--- src/rtl/pe_row_conv.sv ---
// Row-stationary PE: stores one filter row and one activation row and streams 1-D convolution partial sums.
// Optional PE_PSUM_SAT_EN: saturating accumulation instead of two's-complement wrap.
module pe_row_conv #(
    parameter int DATA_BITWIDTH = 16,
    parameter int PSUM_BITWIDTH = 32,
    parameter int KERNEL_MAX    = 8,
    parameter int ACT_MAX       = 32
) (
    input  logic                                 clk,
    input  logic                                 reset,
    input  logic [$clog2(KERNEL_MAX+1)-1:0]      cfg_kernel_size,
    input  logic [$clog2(ACT_MAX+1)-1:0]         cfg_act_len,
    input  logic [3:0]                           cfg_stride,
    input  logic                                 cfg_use_psum_in,
    input  logic                                 start,
    input  logic signed [DATA_BITWIDTH-1:0]      wght_in,
    input  logic                                 wght_valid,
    output logic                                 wght_ready,
    input  logic signed [DATA_BITWIDTH-1:0]      act_in,
    input  logic                                 act_valid,
    output logic                                 act_ready,
    input  logic signed [PSUM_BITWIDTH-1:0]      psum_in,
    input  logic                                 psum_in_valid,
    output logic                                 psum_in_ready,
    output logic signed [PSUM_BITWIDTH-1:0]      psum_out,
    output logic                                 psum_out_valid,
    input  logic                                 psum_out_ready,
    output logic                                 busy,
    output logic                                 load_done,
    output logic                                 compute_done,
    output logic                                 cfg_err
);

    localparam int DW  = DATA_BITWIDTH;
    localparam int PW  = PSUM_BITWIDTH;
    localparam int KW  = $clog2(KERNEL_MAX+1);
    localparam int LW  = $clog2(ACT_MAX+1);
    localparam int KIW = (KERNEL_MAX > 1) ? $clog2(KERNEL_MAX) : 1;
    localparam int AIW = (ACT_MAX > 1) ? $clog2(ACT_MAX) : 1;
    localparam int EW  = ((KW > LW) ? KW : LW) + 5;

    localparam logic signed [PW-1:0] PSUM_MAX = {1'b0, {(PW-1){1'b1}}};
    localparam logic signed [PW-1:0] PSUM_MIN = {1'b1, {(PW-1){1'b0}}};

    typedef enum logic [2:0] {IDLE, LOAD_W, LOAD_A, MAC, ACC, OUT} state_t;

    state_t                state;
    logic [KW-1:0]         k_len;
    logic [LW-1:0]         l_len;
    logic [3:0]            stride;
    logic                  use_psum;
    logic [KW-1:0]         w_idx;
    logic [KW-1:0]         w_len;
    logic [LW-1:0]         a_idx;
    logic [LW-1:0]         a_len;
    logic [KW-1:0]         k_idx;
    logic [LW-1:0]         a_base;
    logic signed [PW-1:0]  acc;

    logic signed [DW-1:0]  wght_mem [2**KIW];
    logic signed [DW-1:0]  act_mem  [2**AIW];

    logic [EW-1:0]         cfg_k_e;
    logic [EW-1:0]         cfg_l_e;
    logic                  start_bad;
    logic                  more_out;
    logic [AIW-1:0]        a_addr;
    logic signed [2*DW-1:0] product;
    logic signed [PW-1:0]  product_ext;
    logic [KW-1:0]         w_wr_idx;
    logic [LW-1:0]         a_wr_idx;
    logic                  w_wr_en;
    logic                  a_wr_en;

    function automatic logic signed [PW-1:0] psum_add(input logic signed [PW-1:0] x,
                                                      input logic signed [PW-1:0] y);
`ifdef PE_PSUM_SAT_EN
        logic [PW:0] sum;
        sum = {x[PW-1], x} + {y[PW-1], y};
        if (sum[PW] != sum[PW-1])
            psum_add = sum[PW] ? PSUM_MIN : PSUM_MAX;
        else
            psum_add = sum[PW-1:0];
`else
        psum_add = x + y;
`endif
    endfunction

    assign cfg_k_e   = EW'(cfg_kernel_size);
    assign cfg_l_e   = EW'(cfg_act_len);
    assign start_bad = (cfg_k_e == '0) || (cfg_k_e > EW'(KERNEL_MAX)) ||
                       (cfg_l_e < cfg_k_e) || (cfg_l_e > EW'(ACT_MAX)) ||
                       (cfg_stride == 4'd0);

    // Another output exists if the next window still fits inside the activation row.
    assign more_out = (EW'(a_base) + EW'(stride) + EW'(k_len)) <= EW'(l_len);

    assign a_addr      = a_base[AIW-1:0] + AIW'(k_idx);
    assign product     = wght_mem[k_idx[KIW-1:0]] * act_mem[a_addr];
    assign product_ext = PW'(product);

    // IDLE arbitration order is start, then weights, then activations.
    assign wght_ready     = (state == IDLE && !start) || (state == LOAD_W);
    assign act_ready      = (state == IDLE && !start && !wght_valid) || (state == LOAD_A);
    assign psum_in_ready  = (state == ACC) && use_psum;
    assign psum_out_valid = (state == OUT);
    assign busy           = (state != IDLE);

    assign w_wr_idx = (state == LOAD_W) ? w_idx : '0;
    assign a_wr_idx = (state == LOAD_A) ? a_idx : '0;
    assign w_wr_en  = !reset && wght_valid && wght_ready && (EW'(w_wr_idx) < EW'(KERNEL_MAX));
    assign a_wr_en  = !reset && act_valid && act_ready && (EW'(a_wr_idx) < EW'(ACT_MAX));

    always_ff @(posedge clk) begin
        if (w_wr_en)
            wght_mem[w_wr_idx[KIW-1:0]] <= wght_in;
        if (a_wr_en)
            act_mem[a_wr_idx[AIW-1:0]] <= act_in;
    end

    always_ff @(posedge clk) begin
        if (reset) begin
            state        <= IDLE;
            k_len        <= '0;
            l_len        <= '0;
            stride       <= '0;
            use_psum     <= 1'b0;
            w_idx        <= '0;
            w_len        <= '0;
            a_idx        <= '0;
            a_len        <= '0;
            k_idx        <= '0;
            a_base       <= '0;
            acc          <= '0;
            psum_out     <= '0;
            load_done    <= 1'b0;
            compute_done <= 1'b0;
            cfg_err      <= 1'b0;
        end else begin
            load_done    <= 1'b0;
            compute_done <= 1'b0;
            cfg_err      <= 1'b0;
            case (state)
                IDLE: begin
                    if (start) begin
                        if (start_bad) begin
                            cfg_err <= 1'b1;
                        end else begin
                            k_len    <= cfg_kernel_size;
                            l_len    <= cfg_act_len;
                            stride   <= cfg_stride;
                            use_psum <= cfg_use_psum_in;
                            a_base   <= '0;
                            k_idx    <= '0;
                            acc      <= '0;
                            state    <= MAC;
                        end
                    end else if (wght_valid) begin
                        w_len <= cfg_kernel_size;
                        w_idx <= KW'(1);
                        if (cfg_kernel_size <= KW'(1))
                            load_done <= 1'b1;
                        else
                            state <= LOAD_W;
                    end else if (act_valid) begin
                        a_len <= cfg_act_len;
                        a_idx <= LW'(1);
                        if (cfg_act_len <= LW'(1))
                            load_done <= 1'b1;
                        else
                            state <= LOAD_A;
                    end
                end
                LOAD_W: begin
                    if (wght_valid) begin
                        if (w_idx == w_len - KW'(1)) begin
                            load_done <= 1'b1;
                            state     <= IDLE;
                        end else begin
                            w_idx <= w_idx + KW'(1);
                        end
                    end
                end
                LOAD_A: begin
                    if (act_valid) begin
                        if (a_idx == a_len - LW'(1)) begin
                            load_done <= 1'b1;
                            state     <= IDLE;
                        end else begin
                            a_idx <= a_idx + LW'(1);
                        end
                    end
                end
                MAC: begin
                    acc <= psum_add(acc, product_ext);
                    if (k_idx == k_len - KW'(1))
                        state <= ACC;
                    else
                        k_idx <= k_idx + KW'(1);
                end
                ACC: begin
                    if (!use_psum || psum_in_valid) begin
                        psum_out <= psum_add(acc, use_psum ? psum_in : '0);
                        state    <= OUT;
                    end
                end
                OUT: begin
                    if (psum_out_ready) begin
                        if (more_out) begin
                            a_base <= a_base + LW'(stride);
                            k_idx  <= '0;
                            acc    <= '0;
                            state  <= MAC;
                        end else begin
                            compute_done <= 1'b1;
                            state        <= IDLE;
                        end
                    end
                end
                default: state <= IDLE;
            endcase
        end
    end

endmodule

--- config.mk ---
export PLATFORM = sky130hd
export DESIGN_NAME = pe_row_conv
export DESIGN_NICKNAME = d
export VERILOG_FILES = /design/src/rtl/pe_row_conv.sv
export SDC_FILE = /design/constraint.sdc
export NUM_CORES = 2
export LEC_CHECK = 0
export BUFFER_PORTS_ARGS = -buffer_cell sky130_fd_sc_hd__buf_2
export CAP_MARGIN = 20
export CORE_MARGIN = 2
export CORE_UTILIZATION = 40
export CTS_BUF_LIST = sky130_fd_sc_hd__clkbuf_16
export DETAILED_ROUTE_END_ITERATION = 6
export SYNTH_ARGS = -nofsm -noshare
export SYNTH_HDL_FRONTEND = slang
export SYNTH_SLANG_ARGS = --single-unit
--- constraint.sdc ---
create_clock -name clk -period 12.1 [get_ports clk]
set_input_delay 1.21 -clock clk [delete_from_list [all_inputs] [get_ports clk]]
set_output_delay 1.21 -clock clk [all_outputs]
set_load 0.05 [all_outputs]
==> run metrics <==
most common cell after layout, fill and taps aside edfxtp_1; Mapped Cells roughly 3000; DRT iter0 DRCs around 2000; Cells after DPL 4536; Post CTS Setup Buffer Count 0; Yosys top cell by area edfxtp_1; first-pass GRT wire length about 160000 µm; CTS Buf Count just under 80; Synth Area in XOR/XNOR 2.07%; DR WL/cell 22.0 µm; syn_nets 3600; drt pass-1 iters 5; worst slew pin tran between 1 and 1.5 ns; Synth cell types 75; clock period minus worst slack between 9 and 10 ns; Sink Count approximately 760; post-synthesis async set-or-reset flop share 0%; Worst-path clk slew roughly 0.07 ns; CP Launch Type flip-flop; io pins ~130; # diodes 0; commonest non-fill, non-tap cells in the layout edfxtp_1, inv_1, fa_1, nor2_1, nand2_1; largest family of logic cells by synthesized area adder cells; H-tree depth 3; Gates resized, CTS repair 0; Detailed Place HPWL roughly 73000 µm; Compound-Gate Fraction of Synth Area roughly 4.5%; nets 3771; # hold bufs at CTS 0; crit-path max cell delay between 1 and 1.5 ns; WP data required 12.58 ns; Port Buffers about 130; CP Class flip-flop to flip-flop; simple-gate share of the synthesized area ~7.5%; Place WS between 2 and 2.5 ns; non-filler instance count after layout around 4700; relative slew slack 26.7%; Via Count 24900; CTS tree built; Max Cap Viol 0; Synth Area in Adders between 10% and 20%; synthesized cell area roughly 42000 µm²; fill count around 9400; Yosys reg bits around 760; DRC 0; final setup vio count 0; Root Buffer clkbuf_16; status complete, no violations; GPL Wtd Cong a little over 0.9; syn avg cell area around 14 µm²; Top FF cell, synth edfxtp_1; Peak Freq between 100 and 150 MHz; M2 GR Usage between 30% and 40%; Clock Path Buffers 3; core area 105000 µm²; Vias/cell around 5.3; grt peak-use layer met2; die height 330 µm; Synth Warn # 0; final hold vios 0; clock latency at the later pin of the worst-skew pair 0.67 ns; Die X 330 µm; Initial Util 40.3%; Final WS setup between 2 and 2.5 ns; worst-path fanout max 53; final worst path period share 82.0%; overall routing resource usage about a fifth; die area 109000 µm²; total grt overflow 0; Area Growth Syn to Fin 12.3%; antenna violations before repair 7; Post-DRT Antenna Nets 0; # rows between 100 and 150; RSZ-0062 raised after global routing false; GR Util met1 25.1%; critical path endpoint category flip-flop; Final Util a little under half; largest net degree at the start of global routing 58; Seq/Total Area, Yosys about half; Critical Path AT between 10 and 15 ns; Clock Skew 0.0562 ns; Synth top area share between 40% and 50%; vias in the first global route 26400; DRT Wirelength 103000 µm; Worst Hold Class flip-flop to flip-flop; fin. max-slew vios 0; post-synthesis mux area share 11.8%; setup_tns 0 ns; largest cells by area after synthesis edfxtp_1, fa_1, mux4_2; met3 usage between 2 and 2.5%; CP max stage cell fa_4; EDFF count, synth 640; ratio of cells with drive above 1 in the final layout ~18%
==> logic make-up (layout without fill, tap and decap cells) <==
logic type      Yosys count  in the layout
compound gates          292            292
xor+xnor                 98             98
fa+ha+maj               456            456
buf+inv                 488            720
flops                   758            758
mux                     256            256
simple gates            710            710
==> per-layer routing <==
metal	wire, µm	vias up
li1	-	11200
met5	27	-
met1	41800	12800
met2	52800	700
met4	3160	4
met3	5260	174
==> cells in the mapped netlist, types with 13 or more instances <==
master,count
a21o_1,37
a21oi_1,87
a22oi_1,24
a31oi_1,14
and2_1,38
buf_2,24
clkbuf_1,68
dfxtp_1,118
edfxtp_1,640
fa_1,301
ha_1,155
inv_1,373
mux2_2,13
mux2i_1,42
mux4_2,191
nand2_1,216
nand2b_1,28
nand3_1,35
nand4_1,14
nor2_1,272
nor2b_1,14
nor3_1,31
o21a_1,16
o21ai_0,20
o21ai_1,19
xnor2_1,58
xor2_1,39
==> final cells by class <==
class | count | area (µm²) | area share (%)
inverter | 381 | 1430 | 3.00
timing repair buffer | 197 | 1210 | 2.54
sequential | 758 | 21600 | 45.3
clock buffer | 79 | 1980 | 4.15
clock inverter | 63 | 623 | 1.31
multi-input combinational | 1812 | 19100 | 40.1
tap | 1391 | 1740 | 3.65
==> worst max-delay path: cells and delay by family, from the launching register on <==
kind	cells	cell delay (ns)
simple gates	7	1.11
flops	1	0.48
fa+ha+maj	9	5.12
compound gates	5	1.08
mux	2	0.86
buf+inv	7	0.99
==> flip-flops by register name (all words and copies together) (netlist names), 6 cells and up, named ones only <==
| name | cells |
|---|---|
| a_base | 6 |
| a_idx | 6 |
| a_len | 6 |
| acc | 32 |
| act_mem | 512 |
| l_len | 6 |
| psum_out | 32 |
| wght_mem | 128 |
==> through the flow <==
stage          hold slack [ns]  area [µm²]
3_5_place_dp             0.444       45000
5_1_grt                  0.475       47700
6_report                 0.455       47700
4_1_cts                  0.454       47600
3_3_place_gp             0.443       45000
2_1_floorplan            0.448       42400
==> path summary, 6_finish.rpt <==
| kind | cells past startpoint | start | slack [ns] | to |
|---|---|---|---|---|
| setup / recovery | 30 | k_idx[0] | 2.18 | acc[27] |
| hold / removal | 2 | psum_out[13] | 0.45 | psum_out[13] |
| setup reg to reg | 30 | k_idx[0] | 2.18 | acc[27] |
| hold reg to reg | 2 | psum_out[13] | 0.45 | psum_out[13] |
Power is not shown: default switching activity piles up to over one toggle a cycle in this logic, so the estimate is an artifact.
